==> config.mk <==
export PLATFORM = sky130hd
export DESIGN_NAME = data_bus_arbiter
export DESIGN_NICKNAME = d
export VERILOG_FILES = /design/src/rtl/data_bus_pkg.sv /design/src/rtl/rr_arbiter_2.sv /design/src/rtl/data_bus_arbiter.sv
export SDC_FILE = /design/constraint.sdc
export NUM_CORES = 1
export LEC_CHECK = 0
export CAP_MARGIN = 10
export CORE_MARGIN = 2
export CORE_UTILIZATION = 35
export DETAILED_ROUTE_END_ITERATION = 7
export GPL_TIMING_DRIVEN = 0
export PLACE_DENSITY = 0.72
export SLEW_MARGIN = 0
export SYNTH_ARGS = -nofsm -noshare
export SYNTH_HDL_FRONTEND = slang
export SYNTH_SLANG_ARGS = --single-unit
export TNS_END_PERCENT = 10
==> constraint.sdc <==
create_clock -name Clk -period 1.5 [get_ports Clk]
set_input_delay 0.3 -clock Clk [delete_from_list [all_inputs] [get_ports Clk]]
set_output_delay 0.3 -clock Clk [all_outputs]
set_load 0.05 [all_outputs]
==> src/rtl/data_bus_pkg.sv <==
// Shared types and constants for the two-master data RAM arbiter.
package data_bus_pkg;
    localparam int DEF_AW = 8;
    localparam int DEF_DW = 8;

    localparam logic M0 = 1'b0;
    localparam logic M1 = 1'b1;

    typedef enum logic [1:0] {
        ARB,
        ISSUE,
        RESP
    } state_t;
endpackage

==> src/rtl/rr_arbiter_2.sv <==
// Two-way winner select: round-robin or fixed M0 priority.
// The last-grant pointer moves only when a grant is actually taken.
module rr_arbiter_2
    import data_bus_pkg::*;
(
    input  logic       Clk,
    input  logic       Rst,
    input  logic [1:0] req,
    input  logic       fixed_prio,
    input  logic       advance,
    output logic       winner,
    output logic       any
);
    logic r_last;

    always_comb begin
        any    = |req;
        winner = M0;
        if (req == 2'b10) begin
            winner = M1;
        end else if (req == 2'b11 && !fixed_prio) begin
            winner = ~r_last;
        end
    end

    // Reset to "M1 last" so M0 takes the first tie
    always_ff @(posedge Clk or posedge Rst) begin
        if (Rst) begin
            r_last <= M1;
        end else if (advance && any) begin
            r_last <= winner;
        end
    end
endmodule

==> src/rtl/data_bus_arbiter.sv <==
// Shares one synchronous data RAM between the CPU data port (M0) and a
// secondary master (M1). Optional ARB_ACCESS_COUNT_EN adds grant counters.
module data_bus_arbiter
    import data_bus_pkg::*;
#(
    parameter int AW         = DEF_AW,
    parameter int DW         = DEF_DW,
    parameter int FIXED_PRIO = 0
) (
    input  logic          Clk,
    input  logic          Rst,
    input  logic          m0_req,
    input  logic          m0_we,
    input  logic [AW-1:0] m0_addr,
    input  logic [DW-1:0] m0_wdata,
    output logic          m0_gnt,
    output logic          m0_rvalid,
    output logic [DW-1:0] m0_rdata,
    input  logic          m1_req,
    input  logic          m1_we,
    input  logic [AW-1:0] m1_addr,
    input  logic [DW-1:0] m1_wdata,
    output logic          m1_gnt,
    output logic          m1_rvalid,
    output logic [DW-1:0] m1_rdata,
    output logic          mem_en,
    output logic          mem_we,
    output logic [AW-1:0] mem_addr,
    output logic [DW-1:0] mem_wdata,
`ifdef ARB_ACCESS_COUNT_EN
    input  logic          cnt_clr,
    output logic [7:0]    m0_count,
    output logic [7:0]    m1_count,
`endif
    input  logic [DW-1:0] mem_rdata
);
    state_t        r_state;
    logic          r_win;
    logic          r_we;
    logic [AW-1:0] r_addr;
    logic [DW-1:0] r_wdata;
    logic [1:0]    r_gnt;
    logic [1:0]    r_rvalid;
    logic          r_mem_en;
    logic          r_mem_we;
    logic [DW-1:0] r_m0_rdata;
    logic [DW-1:0] r_m1_rdata;

    logic          w_winner;
    logic          w_any;
    logic          w_adv;

    assign w_adv = (r_state == ARB);

    rr_arbiter_2 u_arb (
        .Clk       (Clk),
        .Rst       (Rst),
        .req       ({m1_req, m0_req}),
        .fixed_prio(FIXED_PRIO != 0),
        .advance   (w_adv),
        .winner    (w_winner),
        .any       (w_any)
    );

    always_ff @(posedge Clk or posedge Rst) begin
        if (Rst) begin
            r_state    <= ARB;
            r_win      <= M0;
            r_we       <= 1'b0;
            r_addr     <= '0;
            r_wdata    <= '0;
            r_gnt      <= 2'b00;
            r_rvalid   <= 2'b00;
            r_mem_en   <= 1'b0;
            r_mem_we   <= 1'b0;
            r_m0_rdata <= '0;
            r_m1_rdata <= '0;
        end else begin
            r_gnt    <= 2'b00;
            r_rvalid <= 2'b00;
            r_mem_en <= 1'b0;
            r_mem_we <= 1'b0;
            case (r_state)
                ARB: begin
                    if (w_any) begin
                        r_win    <= w_winner;
                        r_we     <= w_winner ? m1_we : m0_we;
                        r_addr   <= w_winner ? m1_addr : m0_addr;
                        r_wdata  <= w_winner ? m1_wdata : m0_wdata;
                        r_mem_en <= 1'b1;
                        r_mem_we <= w_winner ? m1_we : m0_we;
                        r_gnt    <= w_winner ? 2'b10 : 2'b01;
                        r_state  <= ISSUE;
                    end
                end
                ISSUE: begin
                    r_state <= r_we ? ARB : RESP;
                end
                RESP: begin
                    // RAM data for the ISSUE-cycle read is valid now
                    if (r_win == M1) begin
                        r_m1_rdata <= mem_rdata;
                        r_rvalid   <= 2'b10;
                    end else begin
                        r_m0_rdata <= mem_rdata;
                        r_rvalid   <= 2'b01;
                    end
                    r_state <= ARB;
                end
                default: r_state <= ARB;
            endcase
        end
    end

    assign m0_gnt    = r_gnt[0];
    assign m1_gnt    = r_gnt[1];
    assign m0_rvalid = r_rvalid[0];
    assign m1_rvalid = r_rvalid[1];
    assign m0_rdata  = r_m0_rdata;
    assign m1_rdata  = r_m1_rdata;
    assign mem_en    = r_mem_en;
    assign mem_we    = r_mem_we;
    assign mem_addr  = r_addr;
    assign mem_wdata = r_wdata;

`ifdef ARB_ACCESS_COUNT_EN
    logic [7:0] r_m0_count;
    logic [7:0] r_m1_count;

    // A clear coinciding with a grant wins
    always_ff @(posedge Clk or posedge Rst) begin
        if (Rst) begin
            r_m0_count <= '0;
            r_m1_count <= '0;
        end else if (cnt_clr) begin
            r_m0_count <= '0;
            r_m1_count <= '0;
        end else begin
            if (r_gnt[0] && r_m0_count != 8'hFF) begin
                r_m0_count <= r_m0_count + 8'd1;
            end
            if (r_gnt[1] && r_m1_count != 8'hFF) begin
                r_m1_count <= r_m1_count + 8'd1;
            end
        end
    end

    assign m0_count = r_m0_count;
    assign m1_count = r_m1_count;
`endif
endmodule

==> flow_summary.json, run 1 <==
{
  "status": "finished, violations left",
  "failed_checks": "setup timing",
  "yosys.area_share.simple_pct": 2.32,
  "num-fill-cells": 472,
  "regToRegStartpoint": "u_arb.r_last",
  "synth-compound-area-share_pct": 1.84,
  "cp_max_fo": 9,
  "initial_core_util_pct": 36.1,
  "post-route-period-util_pct": 106,
  "port_buffers": 83,
  "irDropWorstVdd_mv": 1.17,
  "drive_gt1_share_pct": 35.8,
  "crit_path_start_kind": "register",
  "synthMuxAreaShare_pct": 33.4,
  "cap_violations": 0,
  "hold_viol": 0,
  "root_buffer": "clkbuf_8",
  "synth_ff_type": "dfrtp_1",
  "synth_edf_count": 0,
  "max_slew_margin_pct": 66.6,
  "first_iter_violations": 32,
  "critPathCaptureType": "register",
  "hp-class": "input port to asynchronous set/reset pin",
  "yosysMostFrequentCell": "dfrtp_1",
  "finalSetupViolCount": 16,
  "die-area_sq_mm": 0.00583,
  "tritoncts": "done",
  "clkTransAtPathRegs_ps": 80,
  "antenna_left": 0,
  "globalplace.congestion": 0.729,
  "synth.distinct_cells": 20,
  "slew_viol_final": 0,
  "post-route-min-period_ps": 1590,
  "synth_fa_ha_area_share_pct": 0,
  "synth.net_count": 160,
  "powerDensity_mw_per_mm2": 2310,
  "leakage_nw": 1.35,
  "fin_worst_skew_ps": 6.20,
  "place_inst": 268,
  "yosys-top-cells-area": "dfrtp_1 57%, mux2_2 21%, mux2_4 11%, dfstp_2 1.4%, buf_6 1.2%",
  "wl_microns": 4040,
  "dr.pass1.iters": 4,
  "layout.cells.non_filler": 282,
  "syn_inst": 114,
  "synth_area_sq_mm": 0.00183,
  "area_growth_pct": 59.9,
  "reg2reg_to": "mem_wdata[6]",
  "fp-row-count": 26,
  "synth_xor_area_share_pct": 0,
  "rsz0062_at_grt": "yes",
  "grt_antenna_before_repair": 0,
  "fmax_ghz": 0.628,
  "dp_hpwl_microns": 2920,
  "first_global_vias": 1372,
  "cp_cell_sequence": "a21bo_1 > buf_6 > buf_12 > mux2_2 > mux2_4",
  "die_h_microns": 76.4,
  "gr-total-overflow": 0,
  "yosysTopAreaCell": "dfrtp_1",
  "dieWidth_microns": 76.4,
  "cp.arrival_ps": 1770,
  "r2r_cells": 5,
  "n_antenna_cell": 0,
  "yosys-top-cells-count": "42 x dfrtp_1, 34 x mux2_2, 14 x mux2_4",
  "worst_slew_pin_slew_ps": 502,
  "avgSynthCellArea_sq_um": 16.1,
  "critPathRequiredTime_ps": 1670,
  "cts.sinks": 43,
  "viasPerCell": 4.50,
  "top_level_ports": 84,
  "vias": 1268,
  "cts_buffers": 5,
  "clk_latency_ps": 280,
  "synth_top_area_share_pct": 57.3,
  "fin_nets": 257,
  "grt_pass1_wl_microns": 6830,
  "ys_async_sr_fraction_pct": 100,
  "reg2reg_slack_ps": -90,
  "drc": 0,
  "slowest_delay_ps": 530,
  "path_class": "register to register",
  "grt_max_degree": 25,
  "core-area_sq_mm": 0.00507,
  "yosysSeqAreaShare_pct": 58.8,
  "slowest_stage": "dfstp_2",
  "setup_tns_ps": -1270,
  "setup_slack_ps": -92.9,
  "ctsHoldBuffers": 0,
  "ys_ff_latch": 43,
  "yosysWarnings": 0,
  "clockBufferDepth": 2,
  "synth_top_family_by_area": "multiplexers",
  "groute.usage.overall_pct": 14.5,
  "htreeDepth": 2,
  "wl_per_cell_microns": 14.3
}
how the worst max path moves through the flow:
stage / start / endpoint / slack [ps] / cells after the start
after floorplan: u_arb.r_last / mem_addr[2] / -50 / 5
after global placement: Rst / mem_addr[1] / -720 / 2
after detailed placement: m1_req / mem_addr[5] / -640 / 5
after CTS: u_arb.r_last / mem_wdata[3] / -110 / 5
after global routing: u_arb.r_last / mem_wdata[2] / -150 / 5
final: u_arb.r_last / mem_wdata[6] / -90 / 5
cells by family after synthesis:
kind of cell / after synthesis
multiplexers: 50
AO/OA/AOI/OAI: 5
buffers and inverters: 9
flip-flops: 43
AND/OR/NAND/NOR: 7
critical path, delay by kind of cell (launching register included):
family                 cells  cell delay, ps
DFF                        1             530
muxes                      2             580
AOI/OAI and AO/OA          1             130
buffers and inverters      2             230
report_power, final:
part	switching, W	internal, W
Clock	0.000378	0.000325
Combinational	0.00252	0.00151
Sequential	0.000292	0.00174
Total	0.00319	0.00357
metal layers:
layer	wire, microns	GRT usage [%]	vias to the layer above
li1	-	-	590
met1	1720	18.0	634
met2	2080	24.6	42
met3	223	4.03	2
met4	21	4.36	0
met5	0	0	-
state kept, by name, summed over array words and instances (netlist names):
name          cells
r_state           2
mem_wdata         8
mem_we            1
m1_rdata          8
r_win             1
mem_addr          8
mem_en            1
r_gnt             2
r_we              1
m0_rdata          8
r_rvalid          2
u_arb.r_last      1
cells in the final DEF (no fill, tap or decap), types with 2 or more instances in the layout:
| cell type | synthesis | layout |
|---|---|---|
| mux2_4 | 14 | 20 |
| buf_4 | 0 | 4 |
| inv_1 | 4 | 3 |
| clkbuf_2 | 0 | 3 |
| mux2_2 | 34 | 28 |
| nor3b_1 | 2 | 2 |
| inv_2 | 1 | 2 |
| clkdlybuf4s15_1 | 0 | 20 |
| dfrtp_1 | 42 | 42 |
| clkdlybuf4s50_1 | 0 | 44 |
| dlygate4sd2_1 | 0 | 16 |
| buf_6 | 2 | 3 |
| clkbuf_8 | 0 | 5 |
| buf_12 | 1 | 3 |
layout make-up:
cell class              count  area, sq um  share of cell area [%]
clock buffers               6         72.6                    2.48
flip-flops and latches     43         1080                    36.7
repair buffers             90          877                    29.9
well taps                  70         87.6                    2.99
multi-input cells          62          738                    25.2
inverters                   5         18.8                   0.640
clock inverters             2         12.5                   0.427
plain buffers               4         47.5                    1.62
metrics by stage:
stage	area [sq um]	power [W]	setup slack, ps	hold slack [ps]	utilization, %
final	2930	0.00676	-92.9	319	57.8
after global routing	2930	0.00709	-151	357	57.8
after CTS	2890	0.00673	-105	336	57.0
after detailed placement	2770	0.00623	-637	424	54.6
after global placement	2750	0.00617	-718	417	54.2
after floorplan	1830	0.00486	-54.9	370	-
what timing repair did:
item | in CTS | in global routing
resized for setup | 47 | 31
pin swaps | 1 | 0
setup buffers | 6 | 0
endpoints found under the setup margin | 57 | 42
Note: power is estimated with default switching activity, not from simulation.
==> run 2: changes to the inputs <==
--- a/config.mk
+++ b/config.mk
@@ -8,6 +8,7 @@
 export CAP_MARGIN = 10
 export CORE_MARGIN = 2
 export CORE_UTILIZATION = 35
+export CTS_BUF_LIST = sky130_fd_sc_hd__clkbuf_4 sky130_fd_sc_hd__clkbuf_8
 export DETAILED_ROUTE_END_ITERATION = 7
 export GPL_TIMING_DRIVEN = 0
 export PLACE_DENSITY = 0.72
==> flow_summary.json, run 2 (same netlist as run 1, synthesis figures left out) <==
{
  "num-fill-cells": 470,
  "worst_slew_pin_slew_ps": 502,
  "internal_power_w": 0.00359,
  "initial_core_util_pct": 36.1,
  "place_ws_ps": -637,
  "hp-class": "input port to asynchronous set/reset pin",
  "grt_pass1_wl_microns": 6830,
  "port_buffers": 83,
  "root_buffer": "clkbuf_8",
  "die-area_sq_mm": 0.00583,
  "slew_viol_final": 0,
  "htreeDepth": 2,
  "clk_latency_ps": 280,
  "globalplace.congestion": 0.729,
  "cts.sinks": 43,
  "grt_antenna_before_repair": 0,
  "fin_nets": 257,
  "switchingPower_w": 0.00319,
  "rsz0062_at_grt": "yes",
  "fmax_ghz": 0.628,
  "setup_slack_ps": -92.9,
  "powerDensity_mw_per_mm2": 2310,
  "fp-row-count": 26,
  "crit_cells": 5,
  "irDropWorstVdd_mv": 1.17,
  "critPathRequiredTime_ps": 1670,
  "final_area_sq_mm": 0.00294,
  "critPathCaptureType": "register",
  "clkTransAtPathRegs_ps": 80,
  "layout_commonest_cell": "clkdlybuf4s50_1",
  "dieWidth_microns": 76.4,
  "fin_worst_skew_ps": 6.32,
  "first_iter_violations": 32,
  "area_growth_pct": 60.1,
  "groute.usage.overall_pct": 14.5,
  "comb_power_share_pct": 59.5,
  "final_core_util_pct": 57.8,
  "cp_cell_sequence": "a21bo_1 > buf_6 > buf_12 > mux2_2 > mux2_4",
  "critPathTopFamily": "multiplexers",
  "critical_path.endpoint": "mem_wdata[6]",
  "postPlaceCellArea_sq_mm": 0.00277,
  "failed_checks": "setup timing",
  "swShare_pct": 47.0,
  "status": "finished, violations left",
  "cp_max_fo": 9,
  "tritoncts": "done",
  "ctsHoldBuffers": 0,
  "crit_path_start_kind": "register",
  "clkPwrFrac_pct": 10.6,
  "n_antenna_cell": 0,
  "dp_hpwl_microns": 2920,
  "viasPerCell": 4.49,
  "gr-total-overflow": 0,
  "slowest_stage": "dfstp_2",
  "finalSetupViolCount": 16,
  "cp.arrival_ps": 1770,
  "vias": 1267,
  "reg2reg_to": "mem_wdata[6]",
  "core-area_sq_mm": 0.00507,
  "die_h_microns": 76.4,
  "post-route-min-period_ps": 1590,
  "reg2reg_slack_ps": -90,
  "clockBufferDepth": 2,
  "dr.pass1.iters": 4,
  "path_buf_inv": 2,
  "path_class": "register to register",
  "p_seq_share_pct": 29.9,
  "slowest_delay_ps": 530,
  "cap_violations": 0,
  "r2r_cells": 5,
  "wl_microns": 4040,
  "wl_per_cell_microns": 14.3,
  "top_level_ports": 84,
  "drc": 0,
  "max_slew_margin_pct": 66.6,
  "final_cell_mix": "44 x clkdlybuf4s50_1, 42 x dfrtp_1, 28 x mux2_2, 20 x mux2_4, 20 x clkdlybuf4s15_1",
  "antenna_left": 0,
  "regToRegStartpoint": "u_arb.r_last",
  "critPathLaunch": "u_arb.r_last",
  "grt_max_degree": 25,
  "leakage_nw": 1.36,
  "post-route-period-util_pct": 106,
  "hold_viol": 0,
  "first_global_vias": 1372,
  "drive_gt1_share_pct": 36.3,
  "cts_buffers": 5
}
-- run 2: layer usage --
layer  GRT usage (%)  share of wire [%]  wire (microns)  vias to the layer above
met4            4.36               0.52              21                        0
met2            24.6                 51            2080                       42
met5               0                  0               0                        -
met1            18.0                 43            1720                      633
li1                -                  -               -                      590
met3            4.03                5.5             223                        2
-- run 2: what timing repair did --
action	CTS	global route
buffers inserted	6	0
endpoints found under the setup margin	57	42
gates resized for setup	47	31
pin swaps	1	0
-- run 2: power groups by stage --
stage	combinational [W]	sequential, W	clock (W)
after CTS	0.00400	0.00200	0.000753
after detailed placement	0.00419	0.00204	0
after global routing	0.00421	0.00211	0.000791
after floorplan	0.00108	0.00378	0
final	0.00403	0.00203	0.000720
after global placement	0.00416	0.00202	0
-- run 2: cell type report --
class | count | area, sq um | area share (%)
Inverter | 5 | 18.8 | 0.639
Sequential cell | 43 | 1080 | 36.7
Buffer | 4 | 47.5 | 1.62
Clock inverter | 2 | 12.5 | 0.426
Timing Repair Buffer | 90 | 877 | 29.9
Multi-Input combinational cell | 62 | 738 | 25.1
Clock buffer | 6 | 76.3 | 2.60
Tap cell | 70 | 87.6 | 2.98
-- run 2: worst min-delay path by stage --
| stage | start | depth (start not counted) | end |
|---|---|---|---|
| 3_3_place_gp | r_we | 1 | r_state[1] |
| 4_1_cts | Rst | 2 | m0_rdata[6] |
| 3_5_place_dp | r_we | 1 | r_state[1] |
| 2_1_floorplan | m0_req | 1 | u_arb.r_last |
| 5_1_grt | Rst | 2 | m0_rdata[6] |
| 6_report | Rst | 2 | m0_rdata[6] |
-- run 2: per-stage QoR --
| step | instances | hold slack (ps) | setup TNS [ps] | total power, W |
|---|---|---|---|---|
| 4_1_cts | 282 | 336 | -1470 | 0.00675 |
| 6_report | 282 | 319 | -1270 | 0.00678 |
| 3_3_place_gp | 267 | 417 | -39240 | 0.00617 |
| 2_1_floorplan | 114 | 370 | -384 | 0.00486 |
| 3_5_place_dp | 268 | 424 | -10090 | 0.00623 |
| 5_1_grt | 282 | 357 | -2170 | 0.00711 |
-- run 2: worst register-to-register path, delay by kind of cell, from the launching register on --
| family | cells | cell delay, ps |
|---|---|---|
| buf+inv | 2 | 230 |
| flops | 1 | 530 |
| mux | 2 | 580 |
| compound gates | 1 | 130 |
